--- config.mk ---
export PLATFORM = sky130hd
export DESIGN_NAME = multi_alarm_clock
export DESIGN_NICKNAME = d
export VERILOG_FILES = /design/src/rtl/alarm_pkg.sv /design/src/rtl/multi_alarm_clock_tick_gen.sv /design/src/rtl/multi_alarm_clock.sv
export SDC_FILE = /design/constraint.sdc
export NUM_CORES = 1
export LEC_CHECK = 0
export ABC_AREA = 0
export BUFFER_PORTS_ARGS = -buffer_cell sky130_fd_sc_hd__buf_2
export CAP_MARGIN = 20
export CORE_MARGIN = 2
export CORE_UTILIZATION = 44
export DETAILED_ROUTE_END_ITERATION = 10
export PLACE_DENSITY = 0.61
export RECOVER_POWER = 25
export SLEW_MARGIN = 10
export SYNTH_ARGS = -nofsm -noshare
export SYNTH_HDL_FRONTEND = slang
export SYNTH_SLANG_ARGS = --single-unit
--- constraint.sdc ---
create_clock -name clock -period 19.25 [get_ports clock]
set_input_delay 1.925 -clock clock [delete_from_list [all_inputs] [get_ports clock]]
set_output_delay 1.925 -clock clock [all_outputs]
set_load 0.03 [all_outputs]
--- src/rtl/alarm_pkg.sv ---
// alarm_pkg: shared types, constants and helpers for the multi-slot alarm clock.
//   alarm_state_t : alarm sequencer states
//   bcd_digit_t   : one BCD digit
//   hhmm_t        : packed BCD hours:minutes {hour1, hour0, min1, min0}
//   hhmm_valid    : legality check of a BCD hh:mm value
//   hhmm_inc      : advance a legal hh:mm by one minute, wrapping 23:59 -> 00:00
//   hhmm_to_min   : minute-of-day (0..1439) of a legal hh:mm
package alarm_pkg;

  typedef enum logic [1:0] {
    IDLE    = 2'd0,
    RINGING = 2'd1,
    SNOOZED = 2'd2
  } alarm_state_t;

  typedef logic [3:0] bcd_digit_t;

  typedef struct packed {
    logic [1:0] hour1;
    bcd_digit_t hour0;
    bcd_digit_t min1;
    bcd_digit_t min0;
  } hhmm_t;

  localparam int         MIN_W           = 11;
  localparam logic [10:0] MINUTES_PER_DAY = 11'd1440;
  localparam logic [1:0] HOUR1_MAX       = 2'd2;
  localparam bcd_digit_t HOUR0_MAX_LATE  = 4'd3;  // last legal hour0 when hour1 == 2
  localparam bcd_digit_t MIN1_MAX        = 4'd5;
  localparam bcd_digit_t DIGIT_MAX       = 4'd9;

  function automatic logic hhmm_valid(input hhmm_t t);
    return (t.hour0 <= DIGIT_MAX) && (t.min0 <= DIGIT_MAX) && (t.min1 <= MIN1_MAX) &&
           ((t.hour1 < HOUR1_MAX) ||
            ((t.hour1 == HOUR1_MAX) && (t.hour0 <= HOUR0_MAX_LATE)));
  endfunction

  // Pure digit-wise carry chain so every digit stays a legal BCD value.
  function automatic hhmm_t hhmm_inc(input hhmm_t t);
    hhmm_t n;
    n = t;
    if (t.min0 != DIGIT_MAX) begin
      n.min0 = t.min0 + 4'd1;
    end else begin
      n.min0 = 4'd0;
      if (t.min1 != MIN1_MAX) begin
        n.min1 = t.min1 + 4'd1;
      end else begin
        n.min1 = 4'd0;
        if ((t.hour1 == HOUR1_MAX) && (t.hour0 == HOUR0_MAX_LATE)) begin
          n.hour1 = 2'd0;
          n.hour0 = 4'd0;
        end else if (t.hour0 == DIGIT_MAX) begin
          n.hour1 = t.hour1 + 2'd1;
          n.hour0 = 4'd0;
        end else begin
          n.hour0 = t.hour0 + 4'd1;
        end
      end
    end
    return n;
  endfunction

  // Constant multiplies only; the reverse (binary -> BCD) direction is never needed.
  function automatic logic [10:0] hhmm_to_min(input hhmm_t t);
    return (11'(t.hour1) * 11'd600) + (11'(t.hour0) * 11'd60) +
           (11'(t.min1) * 11'd10) + 11'(t.min0);
  endfunction

endpackage

--- src/rtl/multi_alarm_clock_tick_gen.sv ---
// tick_gen: one-second prescaler.
//   clock : system clock
//   reset : synchronous active-low reset
//   clear : restart the count at 0 (time load)
//   tick  : registered, high for exactly the cycle the count sits at CLK_HZ-1
module tick_gen #(
  parameter int CLK_HZ = 100000000
) (
  input  logic clock,
  input  logic reset,
  input  logic clear,
  output logic tick
);

  localparam int             CW   = (CLK_HZ > 1) ? $clog2(CLK_HZ) : 1;
  localparam logic [CW-1:0]  LAST = CW'(CLK_HZ - 1);

  logic [CW-1:0] cnt_r;
  logic [CW-1:0] cnt_next_s;
  logic          tick_r;

  // Next count with wrap at CLK_HZ-1.
  always_comb begin
    cnt_next_s = cnt_r;
    if (cnt_r == LAST) begin
      cnt_next_s = '0;
    end else begin
      cnt_next_s = cnt_r + 1'b1;
    end
  end

  // Count register; tick is registered alongside so it marks the terminal count.
  always_ff @(posedge clock) begin
    if (!reset) begin
      cnt_r  <= '0;
      tick_r <= 1'b0;
    end else if (clear) begin
      cnt_r  <= '0;
      tick_r <= 1'b0;
    end else begin
      cnt_r  <= cnt_next_s;
      tick_r <= (cnt_next_s == LAST);
    end
  end

  assign tick = tick_r;

endmodule

--- src/rtl/multi_alarm_clock.sv ---
// multi_alarm_clock: BCD time-of-day clock with N_ALARMS alarm slots,
// snooze and ring timeout.
//   clock, reset           : system clock, synchronous active-low reset
//   hour_in1..minute_in0   : BCD load value for load_time / load_alarm
//   load_time, load_alarm  : load strobes (both may be high together)
//   alarm_sel              : slot written by load_alarm
//   alarm_en               : per-slot arm enable
//   STOP_alarm, snooze     : user controls, sampled each cycle
//   Alarm                  : high while ringing
//   alarm_src              : sticky mask of slots that fired
//   hour_out1..minute_out0 : BCD time, seconds: binary 0..59
//   tick_1s                : one-cycle pulse when the time advanced
//   load_err               : one-cycle pulse after a rejected load
module multi_alarm_clock
  import alarm_pkg::*;
#(
  parameter int CLK_HZ         = 100000000,
  parameter int N_ALARMS       = 4,
  parameter int SNOOZE_MIN     = 5,
  parameter int RING_TIMEOUT_S = 60
) (
  input  logic                                            clock,
  input  logic                                            reset,
  input  logic [1:0]                                      hour_in1,
  input  logic [3:0]                                      hour_in0,
  input  logic [3:0]                                      minute_in1,
  input  logic [3:0]                                      minute_in0,
  input  logic                                            load_time,
  input  logic                                            load_alarm,
  input  logic [((N_ALARMS > 1) ? $clog2(N_ALARMS) : 1)-1:0] alarm_sel,
  input  logic [N_ALARMS-1:0]                             alarm_en,
  input  logic                                            STOP_alarm,
  input  logic                                            snooze,
  output logic                                            Alarm,
  output logic [N_ALARMS-1:0]                             alarm_src,
  output logic [1:0]                                      hour_out1,
  output logic [3:0]                                      hour_out0,
  output logic [3:0]                                      minute_out1,
  output logic [3:0]                                      minute_out0,
  output logic [5:0]                                      seconds,
  output logic                                            tick_1s,
  output logic                                            load_err
);

  localparam int               SEL_W     = (N_ALARMS > 1) ? $clog2(N_ALARMS) : 1;
  localparam logic [SEL_W:0]   N_SLOTS   = (SEL_W + 1)'(N_ALARMS);
  localparam logic [7:0]       RING_LAST = 8'(RING_TIMEOUT_S - 1);
  localparam logic [MIN_W-1:0] SNZ_MIN   = MIN_W'(SNOOZE_MIN);

  hhmm_t            hhmm_r, hhmm_next_s, in_hhmm_s;
  hhmm_t            slot_r [N_ALARMS];
  logic [5:0]       sec_r, sec_next_s;
  logic             tick_s, in_ok_s, sel_ok_s, time_load_ok_s, alarm_load_ok_s, load_bad_s;
  logic             adv_s, wrap_s, wake_s, alarm_s;
  logic [N_ALARMS-1:0] match_s, src_r;
  logic [MIN_W-1:0] min_sum_s, snz_tgt_s, snz_tgt_r;
  logic [7:0]       ring_cnt_r;
  logic             alarm_r, tick_1s_r, load_err_r;
  alarm_state_t     state_r, state_next_s;

  assign in_hhmm_s       = {hour_in1, hour_in0, minute_in1, minute_in0};
  assign in_ok_s         = hhmm_valid(in_hhmm_s);
  assign sel_ok_s        = ({1'b0, alarm_sel} < N_SLOTS);
  assign time_load_ok_s  = load_time & in_ok_s;
  assign alarm_load_ok_s = load_alarm & in_ok_s & sel_ok_s;
  assign load_bad_s      = (load_time & ~in_ok_s) | (load_alarm & ~(in_ok_s & sel_ok_s));

  tick_gen #(.CLK_HZ(CLK_HZ)) u_tick_gen (
    .clock (clock),
    .reset (reset),
    .clear (time_load_ok_s),
    .tick  (tick_s)
  );

  // A time load wins over a same-cycle tick, so only un-overridden ticks advance time.
  assign adv_s  = tick_s & ~time_load_ok_s;
  assign wrap_s = adv_s & (sec_r == 6'd59);

  // Next time of day: load, advance on tick, or hold.
  always_comb begin
    hhmm_next_s = hhmm_r;
    sec_next_s  = sec_r;
    if (time_load_ok_s) begin
      hhmm_next_s = in_hhmm_s;
      sec_next_s  = 6'd0;
    end else if (wrap_s) begin
      hhmm_next_s = hhmm_inc(hhmm_r);
      sec_next_s  = 6'd0;
    end else if (adv_s) begin
      sec_next_s = sec_r + 6'd1;
    end else begin
      sec_next_s = sec_r;
    end
  end

  // Slot matches happen only on a tick that lands on seconds==0.
  always_comb begin
    match_s = '0;
    for (int i = 0; i < N_ALARMS; i++) begin
      if (wrap_s && alarm_en[i] && (slot_r[i] == hhmm_next_s)) begin
        match_s[i] = 1'b1;
      end else begin
        match_s[i] = 1'b0;
      end
    end
  end

  // Snooze target as minute-of-day, wrapped past midnight by one subtraction.
  always_comb begin
    min_sum_s = hhmm_to_min(hhmm_r) + SNZ_MIN;
    if (min_sum_s >= MINUTES_PER_DAY) begin
      snz_tgt_s = min_sum_s - MINUTES_PER_DAY;
    end else begin
      snz_tgt_s = min_sum_s;
    end
  end

  assign wake_s = wrap_s & (hhmm_to_min(hhmm_next_s) == snz_tgt_r);

  // Alarm state register.
  always_ff @(posedge clock) begin
    if (!reset) begin
      state_r <= IDLE;
    end else begin
      state_r <= state_next_s;
    end
  end

  // Alarm next-state logic; STOP_alarm outranks every other event.
  always_comb begin
    state_next_s = state_r;
    case (state_r)
      IDLE: begin
        if (STOP_alarm)    state_next_s = IDLE;
        else if (|match_s) state_next_s = RINGING;
        else               state_next_s = IDLE;
      end
      RINGING: begin
        if (STOP_alarm)                           state_next_s = IDLE;
        else if (snooze)                          state_next_s = SNOOZED;
        else if (adv_s && (ring_cnt_r == RING_LAST)) state_next_s = IDLE;
        else                                      state_next_s = RINGING;
      end
      SNOOZED: begin
        if (STOP_alarm)              state_next_s = IDLE;
        else if ((|match_s) || wake_s) state_next_s = RINGING;
        else                         state_next_s = SNOOZED;
      end
      default: state_next_s = IDLE;
    endcase
  end

  // Alarm output decode, taken from the next state so the registered output lines up with it.
  always_comb begin
    alarm_s = 1'b0;
    case (state_next_s)
      RINGING: alarm_s = 1'b1;
      default: alarm_s = 1'b0;
    endcase
  end

  // Time of day, alarm slots and one-cycle status pulses.
  always_ff @(posedge clock) begin
    if (!reset) begin
      hhmm_r     <= '0;
      sec_r      <= 6'd0;
      tick_1s_r  <= 1'b0;
      load_err_r <= 1'b0;
      for (int i = 0; i < N_ALARMS; i++) slot_r[i] <= '0;
    end else begin
      hhmm_r     <= hhmm_next_s;
      sec_r      <= sec_next_s;
      tick_1s_r  <= adv_s;
      load_err_r <= load_bad_s;
      for (int i = 0; i < N_ALARMS; i++) begin
        if (alarm_load_ok_s && (alarm_sel == SEL_W'(i))) slot_r[i] <= in_hhmm_s;
        else                                             slot_r[i] <= slot_r[i];
      end
    end
  end

  // Ring-second counter (restarts on every entry to RINGING), snooze target, source mask, Alarm.
  always_ff @(posedge clock) begin
    if (!reset) begin
      ring_cnt_r <= 8'd0;
      snz_tgt_r  <= '0;
      src_r      <= '0;
      alarm_r    <= 1'b0;
    end else begin
      if ((state_r != RINGING) || (state_next_s != RINGING)) ring_cnt_r <= 8'd0;
      else if (adv_s)                                        ring_cnt_r <= ring_cnt_r + 8'd1;
      else                                                   ring_cnt_r <= ring_cnt_r;
      if ((state_r == RINGING) && (state_next_s == SNOOZED)) snz_tgt_r <= snz_tgt_s;
      else                                                   snz_tgt_r <= snz_tgt_r;
      if (STOP_alarm) src_r <= '0;
      else            src_r <= src_r | match_s;
      alarm_r <= alarm_s;
    end
  end

  assign {hour_out1, hour_out0, minute_out1, minute_out0} = hhmm_r;
  assign seconds   = sec_r;
  assign Alarm     = alarm_r;
  assign alarm_src = src_r;
  assign tick_1s   = tick_1s_r;
  assign load_err  = load_err_r;

endmodule

After elaboration in Yosys (flattened, before gate mapping) --
Memory sizes are Yosys's and may differ from the RTL's. Cells that the tools add are included.
Storage, ports and cells: register bits 76, memories 1, word-level logic and storage cells 172, bits in writable memories 56, output and inout port bits 27
Operators by class: $add $sub $neg 15, $lt $le $gt $ge 6, reductions and logical operators 29, equal/unequal tests 24, mux-type cells 57, bitwise gates (word level) 20, multipliers 6
Memory list:
- slot_r | depth 4, bits a word 14, rd ports 4, clocked after memory_dff 0, wr ports 4, line multi_alarm_clock.sv:51 | hhmm_t slot_r [N_ALARMS];
Operators by type and width (count):
- two-way mux 14 bit | 10
- equality test 14 bit | 4
- equality test 27 bit, second input constant | 2
- two-way mux 1 bit | 33
- adder 27 x 1 -> 27 bit, second input constant | 1
- two-way mux 27 bit | 1
- adder 11 x 10 -> 11 bit | 2
- adder 11 x 4 -> 11 bit | 2
- adder 11 x 8 -> 11 bit | 2
- logical AND 1 bit | 19
- multiplier 2 x 7 -> 8 bit, second input constant | 2
- multiplier 4 x 4 -> 8 bit, second input constant | 2
- multiplier 4 x 3 -> 7 bit, second input constant | 2
- adder 4 x 1 -> 4 bit, second input constant | 3
- equality test 2 bit, second input constant | 6
- two-way mux 4 bit | 3
- two-way mux 6 bit | 2
- adder 11 x 3 -> 11 bit, second input constant | 1
- equality test 11 bit | 1
- >= comparator 11 bit, second input constant | 1
- two-way mux 11 bit | 1
- subtractor 11 bit, second input constant | 1
- two-way mux 10 bit | 1
- two-way mux 2 bit | 5
- 25 further kinds | 50

Longest topological paths before layout --
depth in word-level cells 23, mapped depth 28, gate-level depth less buffers 27

Modules after synthesis --
A second synthesis with hierarchy kept.
Second synthesis, totals: cells, all modules 1059, area total of the unflattened synthesis 9756.9 µm²
Modules (own cells, without submodules):
- multi_alarm_clock | cells an instance 870, times used 1, area an instance 8226.6 µm², seq. area each 2642.5 µm²
- tick_gen | cells an instance 189, times used 1, area an instance 1530.2 µm², seq. area each 560.5 µm²

Worst setup path after synthesis --
Ideal clock, no wire load.
kind input -> register, from input port hour_in0[1], to register alarm_r (netlist: Alarm), data arrival time 7425 ps, required time 19180 ps, slack 11755 ps, cell stages on the path 24, buffers on the path 3, setup time 70 ps, cells stage by stage o21ai_0 > nand4_1 > or2_0 > buf_2 > buf_2 > clkbuf_1 > nor2_1 > nor2_1 > fa_1 > inv_1 > fa_1 > fa_1 > inv_1 > fa_1 > ha_1 > ha_1 > a21oi_1 > nor2b_1 > o21a_1 > o41ai_1 > xnor2_1 > nor4_2 > a31oi_1 > a21boi_1
RTL lines:
- from (decl) | line multi_alarm_clock.sv:25 | input logic [3:0] hour_in0,
- to (signal assigned) | line multi_alarm_clock.sv:197 | alarm_r <= alarm_s;
- to (decl) | line multi_alarm_clock.sv:58 | logic alarm_r, tick_1s_r, load_err_r;

==> results.json <==
{
  "outcome": "finished, violations left",
  "violations": "max-capacitance violations, max-slew violations",
  "drc_errors": 0,
  "reg2reg_slack_ns": 12.04,
  "power.density_mw_per_mm2": 70.1,
  "timing.setup.tns_ns": 0,
  "hold_violations": 0,
  "gp_congestion": 0.922,
  "post_dp_cell_area_mm2": 0.00992,
  "synth_top_family_by_area": "simple AND/OR/NAND/NOR gates",
  "slew_viol_final": 57,
  "grt_usage": 0.222,
  "synth_adder_area_share": 0.168,
  "io_pins": 53,
  "path_clk_slew_ns": 0.06,
  "synth.area.mux_share": 0.0175,
  "n_antenna_cell": 0,
  "nets": 1174,
  "grt_pass1_vias": 7125,
  "die_area_mm2": 0.0225,
  "use_met3": 0.0369,
  "synth_largest_type_area_fraction": 0.180,
  "io_buffers": 52,
  "synth_ff_type": "dfxtp_1",
  "placement_rows": 53,
  "wl_um": 23800,
  "rsz0062_at_grt": "false",
  "ys_ff_latch": 132,
  "root_buffer": "clkbuf_16",
  "htreeDepth": 4,
  "hp-class": "reg2reg",
  "cts_resized": 0,
  "async_flop_share": 0,
  "grt_pass1_wl_um": 38200,
  "synth_nets": 1124,
  "busiest_layer": "met2",
  "place_hpwl_um": 18600,
  "final_layout_size_suffix_gt1_frac": 0.101,
  "skew_ns": 0.0111,
  "max-vdd-ir-drop_mv": 0.0564,
  "relSlewSlack": -0.551,
  "area_growth_syn_to_layout_pct": 12.1,
  "fmax_mhz": 126,
  "first_iter_violations": 515,
  "fp.dieW_um": 150,
  "netlist_area_mm2": 0.00936,
  "yosysWarnings": 0,
  "yosysMostFrequentCell": "nor2_1",
  "drt_first_pass_iters": 5,
  "vias": 7193,
  "yosys.area.top_type": "edfxtp_1",
  "dp.cells": 1295,
  "cp.arrival_ns": 8.27,
  "cts_tree": "done",
  "synth_compound_area_frac": 0.109,
  "antenna_found_initial": 0,
  "endpoint_kind": "register",
  "synthTopCellsByArea": "edfxtp_1 (18%), dfxtp_1 (16%), ha_1 (11%)",
  "fin_crit_ns": 7.92,
  "hold_buffers": 0,
  "dieHeight_um": 150,
  "coreArea_mm2": 0.0210,
  "syn_inst": 989,
  "crit_fanout": 15,
  "yosysUniqueCellTypes": 79,
  "synth_edf_count": 56,
  "post-cts-setup-buffers": 0,
  "layout.cells.non_filler": 1327,
  "finalSetupViolCount": 0,
  "clkLatencyLatePin_ns": 0.42,
  "ctsLongestPathBuffers": 2,
  "crit_type": "in2reg",
  "design_area_mm2": 0.0105,
  "synth_common_cells": "nor2_1 (96), ha_1 (81), dfxtp_1 (76)",
  "worstPathRequired_ns": 19.61,
  "seq_area_frac_synth": 0.342,
  "period_share": 0.411,
  "use_met1": 0.303,
  "p_leak_nw": 4.33,
  "avgSynthCellArea_um2": 9.47,
  "wl_per_cell_um": 18.0,
  "yosys.area_share.xor_xnor": 0.114,
  "grt_max_degree": 57,
  "max_slew.worst_pin.slew_ns": 2.33,
  "grt.overflow.total": 0,
  "viasPerCell": 5.42,
  "start_util": 0.447,
  "clkSinkCount": 132,
  "use_met2": 0.359,
  "ant_nets": 0,
  "start_kind": "input port",
  "drv_cap": 1,
  "yosys.area_share.simple": 0.206,
  "numCtsBuffers": 17
}
per-stage QoR:
stage          setup slack, ns  hold slack [ns]  total power, mW   util
2_1_floorplan            11.76            0.420            0.387      -
3_3_place_gp             11.07            0.439            0.415  0.473
3_5_place_dp             10.91            0.449            0.416  0.473
4_1_cts                  11.35            0.464            0.743  0.502
5_1_grt                  10.85            0.483            0.767  0.501
6_report                 11.33            0.463            0.736  0.501
path summary, 6_finish.rpt:
path / start / end / cells after the start
worst max-delay path: minute_in0[1] / state_r[0] / 21
worst min-delay path: alarm_src[1] / alarm_src[1] / 1
worst max register to register: seconds[0] / state_r[0] / 21
worst min register to register: alarm_src[1] / alarm_src[1] / 1
power by group:
part | total [mW] | switching (mW) | internal, mW
combinational | 0.0983 | 0.0584 | 0.0398
sequential | 0.312 | 0.00873 | 0.304
clock | 0.326 | 0.131 | 0.195
worst max-delay path, cell delays in order:
cell	delay, ns
buf_2	0.13
o21ai_1	0.27
nand4_1	0.57
or2_1	0.55
a21oi_2	0.41
fa_1	0.49
inv_1	0.09
fa_1	0.46
fa_1	0.54
inv_1	0.05
fa_1	0.45
ha_1	0.31
ha_1	0.34
a21oi_1	0.22
nor2b_1	0.08
o21a_1	0.19
o41ai_1	0.32
xnor2_1	0.14
nor4_2	0.41
a31oi_1	0.17
a21boi_1	0.16
logic make-up after synthesis:
| logic type | count (synthesis) |
|---|---|
| fa+ha+maj | 109 |
| flops | 132 |
| buf+inv | 104 |
| compound gates | 149 |
| xor+xnor | 120 |
| mux | 15 |
| other cells | 1 |
| simple gates | 359 |
cell usage in the layout, fill, tap and decap left out, drive strengths merged, types with 3 or more instances in the layout:
master	n
nand4b	3
nor2	96
clkinv	6
nand3	28
nor2b	17
inv	78
nor3	23
a21boi	4
and3	15
o41ai	5
o31ai	6
a21o	8
ha	81
o21a	8
or4	7
a31oi	8
a21oi	39
and2	48
or2	3
o21ai	34
a2111oi	4
buf	52
or3	12
xor2	49
o2111ai	4
mux2i	14
nand2	48
nand4	21
edfxtp	56
fa	28
and4	4
clkbuf	29
nor4	14
dfxtp	76
a211oi	7
xnor2	70
nand2b	6
o211ai	6
sequential cells by signal, summed over array words and instances (netlist names):
register	flops
snz_tgt_r	11
state_r	2
hour_out0	4
u_tick_gen.tick	1
slot_r	56
hour_out1	2
minute_out0	4
seconds	6
u_tick_gen.cnt_r	27
Alarm	1
load_err	1
ring_cnt_r	8
tick_1s	1
minute_out1	4
alarm_src	4
layout make-up:
| class | instances | area (um^2) |
|---|---|---|
| inverters | 74 | 278 |
| repair buffers | 61 | 312 |
| flip-flops and latches | 132 | 3200 |
| fillers | 2002 | 10500 |
| well taps | 275 | 344 |
| clock buffers | 20 | 479 |
| clock inverters | 12 | 115 |
| multi-input cells | 753 | 5770 |
routing by layer:
metal | routed length [um] | up-vias | part of all wire
met5 | 0 | - | 0
met4 | 532 | 0 | 0.022
met3 | 1150 | 43 | 0.048
met2 | 10900 | 163 | 0.46
met1 | 11200 | 3413 | 0.47
li1 | - | 3574 | -
Power figures use the tool's default switching activity.
